## config.mk

```make
export PLATFORM = sky130hd
export DESIGN_NAME = kf8259_interrupt_ack_sequencer
export DESIGN_NICKNAME = d
export VERILOG_FILES = /design/src/rtl/kf8259_interrupt_ack_sequencer_pkg.sv /design/src/rtl/kf8259_interrupt_ack_sequencer_eoi_decoder.sv /design/src/rtl/kf8259_interrupt_ack_sequencer.sv
export SDC_FILE = /design/constraint.sdc
export NUM_CORES = 1
export LEC_CHECK = 0
export ABC_AREA = 1
export CAP_MARGIN = 15
export CORE_MARGIN = 4
export CORE_UTILIZATION = 50
export DETAILED_ROUTE_END_ITERATION = 7
export PLACE_DENSITY_LB_ADDON = 0.2
export SETUP_SLACK_MARGIN = 0.1
export SYNTH_ARGS = -nofsm -noshare
export SYNTH_HDL_FRONTEND = slang
export SYNTH_SLANG_ARGS = --single-unit
```

## constraint.sdc

```tcl
create_clock -name clock_i -period 3.5 [get_ports clock_i]
set_clock_uncertainty 0.05 [all_clocks]
set_input_delay 0.7 -clock clock_i [delete_from_list [all_inputs] [get_ports clock_i]]
set_output_delay 0.7 -clock clock_i [all_outputs]
set_load 0.05 [all_outputs]
```

## src/rtl/kf8259_interrupt_ack_sequencer_pkg.sv

```systemverilog
// ---------------------------------------------------------------------------
// kf8259_interrupt_ack_sequencer_pkg
// Shared types, constants and helpers for the KF8259 interrupt-acknowledge
// sequencer and its OCW2/EOI decoder.
//   ack_state_t            : acknowledge handshake states
//   OCW2_*                 : OCW2 {R, SL, EOI} command codes
//   level_to_onehot()      : 3-bit level -> one-hot byte
//   encode_level()         : one-hot byte -> 3-bit level (lowest set bit wins)
//   highest_from_rotation(): highest-priority set ISR bit under a rotation
// ---------------------------------------------------------------------------
package kf8259_interrupt_ack_sequencer_pkg;

  typedef enum logic [1:0] {
    IDLE  = 2'd0,
    ACK1  = 2'd1,
    WAIT2 = 2'd2,
    ACK2  = 2'd3
  } ack_state_t;

  // OCW2 command field {R, SL, EOI}
  localparam logic [2:0] OCW2_ROT_AEOI_CLR = 3'b000;
  localparam logic [2:0] OCW2_NS_EOI       = 3'b001;
  localparam logic [2:0] OCW2_NOP          = 3'b010;
  localparam logic [2:0] OCW2_SP_EOI       = 3'b011;
  localparam logic [2:0] OCW2_ROT_AEOI_SET = 3'b100;
  localparam logic [2:0] OCW2_ROT_NS_EOI   = 3'b101;
  localparam logic [2:0] OCW2_SET_PRI      = 3'b110;
  localparam logic [2:0] OCW2_ROT_SP_EOI   = 3'b111;

  function automatic logic [7:0] level_to_onehot(input logic [2:0] level);
    return 8'b0000_0001 << level;
  endfunction

  function automatic logic [2:0] encode_level(input logic [7:0] onehot);
    logic [2:0] level;
    level = 3'd0;
    for (int i = 7; i >= 0; i--) begin
      if (onehot[i]) level = 3'(i);
    end
    return level;
  endfunction

  // Priority order is rotate+1 (highest) ... rotate (lowest). Walking from
  // the lowest priority upwards lets the last hit be the winner.
  function automatic logic [7:0] highest_from_rotation(input logic [7:0] isr,
                                                       input logic [2:0] rotate);
    logic [7:0] result;
    logic [2:0] level;
    result = 8'h00;
    for (int i = 8; i >= 1; i--) begin
      level = rotate + 3'(i);
      if (isr[level]) result = level_to_onehot(level);
    end
    return result;
  endfunction

endpackage

```

## src/rtl/kf8259_interrupt_ack_sequencer_eoi_decoder.sv

```systemverilog
// ---------------------------------------------------------------------------
// kf8259_eoi_decoder
// Decodes an OCW2 strobe into an ISR clear mask and an optional new
// priority_rotate value. Purely combinational.
//   ocw2_write_i               : OCW2 strobe
//   ocw2_command_i             : {R, SL, EOI}
//   ocw2_level_i               : L[2:0]
//   highest_level_in_service_i : one-hot target for non-specific EOIs
//   clear_mask_o               : ISR bits to clear this cycle
//   rotate_en_o / rotate_level_o : load priority_rotate with rotate_level_o
// ---------------------------------------------------------------------------
module kf8259_eoi_decoder
  import kf8259_interrupt_ack_sequencer_pkg::*;
(
  input  logic       ocw2_write_i,
  input  logic [2:0] ocw2_command_i,
  input  logic [2:0] ocw2_level_i,
  input  logic [7:0] highest_level_in_service_i,
  output logic [7:0] clear_mask_o,
  output logic       rotate_en_o,
  output logic [2:0] rotate_level_o
);

  logic       has_highest;
  logic [2:0] highest_level;

  assign has_highest   = |highest_level_in_service_i;
  assign highest_level = encode_level(highest_level_in_service_i);

  always_comb begin
    clear_mask_o   = 8'h00;
    rotate_en_o    = 1'b0;
    rotate_level_o = ocw2_level_i;
    if (ocw2_write_i) begin
      case (ocw2_command_i)
        OCW2_NS_EOI: clear_mask_o = highest_level_in_service_i;
        OCW2_SP_EOI: clear_mask_o = level_to_onehot(ocw2_level_i);
        OCW2_ROT_NS_EOI: begin
          // With nothing in service there is no level to rotate to.
          clear_mask_o   = highest_level_in_service_i;
          rotate_en_o    = has_highest;
          rotate_level_o = highest_level;
        end
        OCW2_ROT_SP_EOI: begin
          clear_mask_o = level_to_onehot(ocw2_level_i);
          rotate_en_o  = 1'b1;
        end
        OCW2_SET_PRI: rotate_en_o = 1'b1;
        // AEOI-rotate set/clear belong to the control-word logic; 010 is a no-op.
        default: ;
      endcase
    end
  end

endmodule

```

## src/rtl/kf8259_interrupt_ack_sequencer.sv

```systemverilog
// ---------------------------------------------------------------------------
// kf8259_interrupt_ack_sequencer
// 8086-mode INTA sequencer: raises INT, runs the two-pulse INTA handshake,
// drives the vector byte, owns the ISR, priority rotation and EOI handling.
// Optional build macro KF8259_SPURIOUS_NO_ISR_EN: a spurious acknowledge
// (no request at the first INTA) neither sets the ISR nor pulses
// clear_request, and skips the automatic EOI.
//   clock_i / reset_n_i          : clock, asynchronous active-low reset
//   interrupt_i                  : one-hot resolver winner (0 = none)
//   interrupt_acknowledge_n_i    : INTA#, synchronous to clock_i
//   ocw2_write_i / ocw2_data_i   : OCW2 strobe and {R,SL,EOI,00,L}
//   auto_eoi_config_i            : AEOI mode
//   auto_rotate_config_i         : rotate on automatic EOI
//   vector_base_i                : T7..T3
//   interrupt_to_cpu_o           : INT pin
//   in_service_register_o        : ISR
//   highest_level_in_service_o   : one-hot highest ISR bit under rotation
//   priority_rotate_o            : lowest-priority level
//   clear_request_o              : one-cycle IRR clear pulse
//   vector_out_o / vector_out_enable_o : vector byte and its enable
// ---------------------------------------------------------------------------
module kf8259_interrupt_ack_sequencer
  import kf8259_interrupt_ack_sequencer_pkg::*;
#(
  parameter logic [2:0] SPURIOUS_LEVEL = 3'd7
) (
  input  logic       clock_i,
  input  logic       reset_n_i,
  input  logic [7:0] interrupt_i,
  input  logic       interrupt_acknowledge_n_i,
  input  logic       ocw2_write_i,
  input  logic [7:0] ocw2_data_i,
  input  logic       auto_eoi_config_i,
  input  logic       auto_rotate_config_i,
  input  logic [4:0] vector_base_i,
  output logic       interrupt_to_cpu_o,
  output logic [7:0] in_service_register_o,
  output logic [7:0] highest_level_in_service_o,
  output logic [2:0] priority_rotate_o,
  output logic [7:0] clear_request_o,
  output logic [7:0] vector_out_o,
  output logic       vector_out_enable_o
);

  ack_state_t state_q, state_d;
  logic       inta_prev_q;
  logic [2:0] ack_level_q, ack_level_d;
  logic [7:0] isr_q, isr_d;
  logic [2:0] rotate_q, rotate_d;
  logic       int_q, int_d;
  logic [7:0] clear_q, clear_d;

  logic       inta_fall, inta_rise;
  logic [2:0] new_level;
  logic       new_is_real;
  logic       aeoi_allowed;
  logic [7:0] eoi_clear_mask;
  logic       eoi_rotate_en;
  logic [2:0] eoi_rotate_level;
  logic [1:0] unused_ocw2_bits;

  assign inta_fall = inta_prev_q & ~interrupt_acknowledge_n_i;
  assign inta_rise = ~inta_prev_q & interrupt_acknowledge_n_i;
  assign new_level = (interrupt_i == 8'h00) ? SPURIOUS_LEVEL : encode_level(interrupt_i);
  assign unused_ocw2_bits = ocw2_data_i[4:3];

`ifdef KF8259_SPURIOUS_NO_ISR_EN
  logic spurious_q;

  assign new_is_real  = (interrupt_i != 8'h00);
  assign aeoi_allowed = ~spurious_q;

  always_ff @(posedge clock_i or negedge reset_n_i) begin
    if (!reset_n_i) begin
      spurious_q <= 1'b0;
    end else if (state_q == IDLE && inta_fall) begin
      spurious_q <= (interrupt_i == 8'h00);
    end
  end
`else
  assign new_is_real  = 1'b1;
  assign aeoi_allowed = 1'b1;
`endif

  kf8259_eoi_decoder u_eoi_decoder (
    .ocw2_write_i               (ocw2_write_i),
    .ocw2_command_i             (ocw2_data_i[7:5]),
    .ocw2_level_i               (ocw2_data_i[2:0]),
    .highest_level_in_service_i (highest_level_in_service_o),
    .clear_mask_o               (eoi_clear_mask),
    .rotate_en_o                (eoi_rotate_en),
    .rotate_level_o             (eoi_rotate_level)
  );

  always_comb begin
    state_d     = state_q;
    ack_level_d = ack_level_q;
    isr_d       = isr_q & ~eoi_clear_mask;
    rotate_d    = rotate_q;
    int_d       = 1'b0;
    clear_d     = 8'h00;
    case (state_q)
      IDLE: begin
        if (inta_fall) begin
          state_d     = ACK1;
          ack_level_d = new_level;
          // Applied after the OCW2 clear so a same-bit set wins.
          if (new_is_real) begin
            isr_d   = isr_d | level_to_onehot(new_level);
            clear_d = level_to_onehot(new_level);
          end
        end else begin
          int_d = |interrupt_i;
        end
      end
      ACK1:  if (inta_rise) state_d = WAIT2;
      WAIT2: if (inta_fall) state_d = ACK2;
      ACK2: begin
        if (inta_rise) begin
          state_d = IDLE;
          if (auto_eoi_config_i && aeoi_allowed) begin
            isr_d[ack_level_q] = 1'b0;
            if (auto_rotate_config_i) rotate_d = ack_level_q;
          end
        end
      end
      default: state_d = IDLE;
    endcase
    // An explicit OCW2 rotation overrides an automatic one.
    if (eoi_rotate_en) rotate_d = eoi_rotate_level;
  end

  always_ff @(posedge clock_i or negedge reset_n_i) begin
    if (!reset_n_i) begin
      state_q     <= IDLE;
      inta_prev_q <= 1'b1;
      ack_level_q <= 3'd0;
      isr_q       <= 8'h00;
      rotate_q    <= 3'd7;
      int_q       <= 1'b0;
      clear_q     <= 8'h00;
    end else begin
      state_q     <= state_d;
      inta_prev_q <= interrupt_acknowledge_n_i;
      ack_level_q <= ack_level_d;
      isr_q       <= isr_d;
      rotate_q    <= rotate_d;
      int_q       <= int_d;
      clear_q     <= clear_d;
    end
  end

  assign interrupt_to_cpu_o         = int_q;
  assign in_service_register_o      = isr_q;
  assign priority_rotate_o          = rotate_q;
  assign clear_request_o            = clear_q;
  assign highest_level_in_service_o = highest_from_rotation(isr_q, rotate_q);
  // Decoded from state so the enable falls with the asynchronous reset.
  assign vector_out_enable_o        = (state_q == ACK2);
  assign vector_out_o               = vector_out_enable_o ? {vector_base_i, ack_level_q} : 8'h00;

endmodule

```

# [After elaboration in Yosys (flattened, before gate mapping)]
# Cells that the tools add are included.
[classes] add_sub_neg=7 order_cmp=10 eq_ne=12 n_shift=10 muxes=68 bitwise=9 n_reduce_logical=15
[ops] op="$mux W8" n=15
[ops] op="$shl A1 B3 Y8 const A" n=10
[ops] op="$mux W3" n=24
[ops] op="$lt A3 B4 Y1 const B" n=9
[ops] op="$pmux W8 S2" n=2
[ops] op="$bmux W1 S3" n=8
[ops] op="$and A8 B8 Y8" n=2
[ops] op="$not A8 Y8" n=2
[ops] op="$reduce_or A8 Y1" n=2
[ops] op="$add A3 B3 Y3 const B" n=4
[ops] op="$mux W1" n=12
[ops] op="$eq A3 B3 Y1 const B" n=3
[ops] op="$logic_not A8 Y1" n=1
[ops] op="$mux W2" n=4
[ops] op="$or A8 B8 Y8" n=1
[ops] op="$pmux W2 S4" n=1
[ops] op="$reduce_and A4 Y1" n=2
[ops] op="$reduce_bool A2 Y1" n=4
[ops] op="$add A3 B2 Y3 const B" n=2
[ops] op="$ne A2 B2 Y1 const B" n=3
[ops] op="$reduce_or A2 Y1" n=3
[ops] op="$eq A2 B2 Y1 const B" n=2
[ops] op="$add A3 B1 Y3 const B" n=1
[ops] op="$demux W1 S3" n=1
[ops] op="11 further kinds" n=13
[totals] regBits=26 inputBits=27 out_inout_bits=37

# [Depth between registers and ports, before layout]
# Gate-level depths: netlist of run 1.
[logic_depth] word_depth=21 ltp_mapped=32

# [Hierarchy]
# From an unflattened synthesis of run 1, not the netlist that was laid out.
[unflattened] cells_unflattened=483 area_unflattened_um2=2960.3
[modules_own_cells] module="kf8259_interrupt_ack_sequencer" instances=1 cells_per_inst=415 area_per_inst_um2=2658.8 seq_area_each_um2=655.6
[modules_own_cells] module="kf8259_eoi_decoder" instances=1 cells_per_inst=68 area_per_inst_um2=301.5 seq_area_each_um2=0.0

# [Worst setup path before layout of run 1]
# OpenSTA, ideal clock, no wires.
[synth_path] kind="reg-to-output" startpoint="reg rotate_q[0], in the netlist priority_rotate_o[0]" endpoint="out highest_level_in_service_o[0]" arrival_time_ps=2640 required_ps=2750 slack_ps=110 stages_incl_launch_ff=23 n_path_buf=1 cell_sequence="dfstp_2 > buf_6 > inv_6 > ha_1 > inv_1 > nand3_1 > nand2_1 > nand2_2 > nand2_4 > nand3_1 > nand2_1 > nand2_1 > nand2_1 > nand2_1 > nand2_1 > nand2_1 > nand2_1 > nand2_1 > nand2_1 > nand2_1 > nand2_1 > nand2_1 > nand2_2"
[synth_via] elab_chain_cells=10 word_cells_on_any_way=39
[synth_lines] item="start: declaration" line="kf8259_interrupt_ack_sequencer.sv:49" text="logic [2:0] rotate_q, rotate_d;"
[synth_lines] item="start signal: assignment" line="kf8259_interrupt_ack_sequencer.sv:147" text="rotate_q <= rotate_d;"
[synth_lines] item="$add A3 B3 Y3 or $bmux W1 S3 (tied branches)" line="kf8259_interrupt_ack_sequencer_pkg.sv:51, kf8259_interrupt_ack_sequencer_pkg.sv:52"
[synth_lines] item="$bmux W1 S3 or $mux W1 (tied branches)" line="kf8259_interrupt_ack_sequencer_pkg.sv:52" text="if (isr[level]) result = level_to_onehot(level);"
[synth_lines] item="$mux W1 (implied by the code) or $mux W8 (tied branches)" line="kf8259_interrupt_ack_sequencer_pkg.sv:52"
[synth_lines] item="$mux W8 (6 in series)" line="kf8259_interrupt_ack_sequencer_pkg.sv:52"
[synth_lines] item="$mux W8 (*)" line="kf8259_interrupt_ack_sequencer_pkg.sv:52"
[synth_lines] item="end: declaration" line="kf8259_interrupt_ack_sequencer.sv:38" text="output logic [7:0] highest_level_in_service_o,"
# Mark *: on every way between the ends. The rest lies on a longest branch, timed or not. The select of a mux whose other input is x is not followed.

# [Final worst setup path of run 1]
[layout_path] startpoint="reg rotate_q[1], in the netlist priority_rotate_o[1]" endpoint="out highest_level_in_service_o[6]"
# The elaborated chain is that of the path after synthesis.

==> reports/metrics.cfg, run 1 <==
[finish]
antenna-diode-count = 0
final_common_cell = nand2_1
layout-drive-gt1-share = 0.166
layout_common_cells = 225 x nand2_1, 56 x inv_1, 53 x clkdlybuf4s50_1
num-fill-cells = 480
synthToLayoutAreaGrowth_pct = 33.5
fin_nets = 623
finish.instance_area_um2 = 3990

[detailed_routing]
top_layer = met4
num_vias = 3417
firstDrtPassIters = 5
wl_met1_mm = 3.42
wl_met3_um = 444
ant_nets = 0
drt_iter0_drc = 181
drcViolationCount = 0
met2_length_mm = 4.53
wirelength_mm = 8.55
viasPerCell = 5.20
wl_per_cell_um = 13.0

[sta]
setup_violations = 0
final_max_slew_viol_count = 0
rsz0062_at_grt = true
tightest_slew_ns = 0.587
period_share = 0.979
relSlewSlack = 0.607
max_freq_ghz = 0.292
min_period_ns = 3.43
hold_violations = 0
tns_ns = 0

[clocking]
cts_sinks = 26
clk_pin_slew_ns = 0.08
cts_buffers = 3
htreeDepth = 1
root_buffer = clkbuf_8
clk_latency_ns = 0.27
cts_tree = done
clockBufferDepth = 2

[synthesis]
syn_area_um2 = 2990
yosys_most_used_dff = dfrtp_1
synth_edf_count = 0
ys_types = 32
async_reset_ff_frac = 1.00
ys_seq_area_frac = 0.219
synthCells = 511
syn-num-nets = 548
synth.avg_cell_area_um2 = 5.85
synth_warnings = 0
yosys_register_bits = 26

[global_routing]
grt_pass1_vias = 3401
grt_pass1_wl_mm = 14.7
grt_max_degree = 27
groute.usage.overall = 0.239
overflow = 0
antenna_found_initial = 0

[floorplan]
initial_utilization = 0.530
io_pins = 64
die_x_um = 85.3
die_h_um = 85.3
num_rows = 27
dieArea_um2 = 7280
core_area_um2 = 5640

[hold_path]
hold_class = register to register
hold_start = state_q[1]
holdPathEnd = state_q[1]
hold_depth = 2

[setup_path]
critPathKind = register to output pin
r2r_cells = 28
cp-start-kind = register
r2r-end = priority_rotate_o[0]
endpoint_kind = output pin
critPathArrivalTime_ns = 2.68
rr_startpoint = priority_rotate_o[1]
required_ns = 2.75
r2r_setup_slack_ns = 0.24
crit_fanout = 8

[place]
place.gp.congestion = 0.855
place_hpwl_mm = 6.62
place_area_um2 = 3760
portBuffers = 61

[run_status]
status = completed

[run]
max-cap-violations = 0

worst max path at each step:
stage / depth (start not counted) / slack (ns) / from / to
floorplan: 22 / 0.11 / priority_rotate_o[0] / highest_level_in_service_o[0]
global placement: 22 / 0.20 / priority_rotate_o[0] / highest_level_in_service_o[0]
detailed placement: 21 / 0.15 / priority_rotate_o[0] / highest_level_in_service_o[3]
CTS: 17 / 0.09 / priority_rotate_o[0] / highest_level_in_service_o[6]
global route: 22 / -0.16 / priority_rotate_o[1] / highest_level_in_service_o[1]
finish: 21 / 0.07 / priority_rotate_o[1] / highest_level_in_service_o[6]
sequential cells by signal, indices dropped and copies added, names as in the netlist:
name / cells
clear_request_o: 8
in_service_register_o: 8
ack_level_q: 3
priority_rotate_o: 3
state_q: 2
inta_prev_q: 1
interrupt_to_cpu_o: 1
worst max-delay path: stages (launching register included):
cell	delay [ns]
dfstp_2	0.57
clkinv_4	0.08
ha_4	0.30
nand3_1	0.13
nand2_4	0.11
nand2_2	0.07
nand2_4	0.10
nand2_1	0.06
nand2_1	0.06
nand2_1	0.05
nand2_1	0.06
nand2_1	0.05
nand2_1	0.06
nand2_1	0.05
nand2_1	0.06
nand2_1	0.05
nand2_1	0.06
nand2_1	0.05
nand2_1	0.09
nand2_1	0.07
nand2_2	0.12
buf_12	0.14
kinds of logic (layout without fill, tap and decap cells):
logic type               after synthesis  count (layout)  synth area share
adder cells (fa/ha/maj)               10              10            0.0418
buffers and inverters                 77             151             0.106
AO/OA/AOI/OAI                         52              52            0.0979
flip-flops                            26              26             0.219
XOR/XNOR                               3               3            0.0239
AND/OR/NAND/NOR                      343             343             0.511
what timing repair did:
| action | CTS | global route |
|---|---|---|
| pin swaps | 9 | 8 |
| setup endpoints to repair | 8 | 11 |
| resized for setup | 12 | 8 |
| hold buffers | 0 | 0 |
| endpoints found under the hold margin | 0 | 0 |
| buffers inserted | 5 | 9 |
area by class of cell:
type,count,area (µm²),share of cell area
Clock buffer,4,55.1,0.0138
Inverter,64,253,0.0633
Multi-Input combinational cell,408,2080,0.522
Sequential cell,26,656,0.164
Tap cell,72,90.1,0.0226
Timing Repair Buffer,83,856,0.214
synthesized netlist by cell type (3+ instances only):
master / instances / share of area
nor2_4: 8 / 0.030
nand2_2: 15 / 0.031
nand4_1: 8 / 0.017
inv_1: 57 / 0.072
dfrtp_1: 22 / 0.18
a21oi_1: 22 / 0.037
a32oi_1: 4 / 0.012
nor2_1: 45 / 0.056
o21ai_0: 22 / 0.037
nand2_4: 7 / 0.026
clkbuf_1: 9 / 0.011
ha_1: 10 / 0.042
dfstp_2: 4 / 0.035
nand3_1: 23 / 0.038
inv_2: 5 / 0.0063
nand2_1: 228 / 0.29
nor2_2: 3 / 0.0063
buf_6: 3 / 0.011
per-stage QoR:
| stage | cells | hold slack, ns | util | worst slack [ns] |
|---|---|---|---|---|
| global placement | 639 | 0.483 | 0.666 | 0.202 |
| CTS | 648 | 0.518 | 0.691 | 0.0943 |
| floorplan | 511 | 0.354 | - | 0.110 |
| detailed placement | 639 | 0.500 | 0.666 | 0.147 |
| finish | 657 | 0.515 | 0.707 | 0.0727 |
| global route | 657 | 0.548 | 0.707 | -0.162 |
layer usage:
layer / global-route usage / up-vias
met2: 0.459 / 117
met1: 0.271 / 1563
met3: 0.0282 / 15
met4: 0.0705 / 0
met5: 0 / -
li1: - / 1722
Power of run 1 is left out: the tool's default activity adds up to more than one toggle a clock period on the data nets, which glitch-free logic cannot reach.
==> run 2, diff against run 1 <==
--- a/config.mk
+++ b/config.mk
@@ -9,6 +9,7 @@
 export CAP_MARGIN = 15
 export CORE_MARGIN = 4
 export CORE_UTILIZATION = 50
+export CTS_CLUSTER_SIZE = 28
 export DETAILED_ROUTE_END_ITERATION = 7
 export PLACE_DENSITY_LB_ADDON = 0.2
 export SETUP_SLACK_MARGIN = 0.1
==> results of run 2 <==
Same layout as run 1: the final DEF is identical, and so are final timing and power.
Power of run 2 is left out for the same reason.
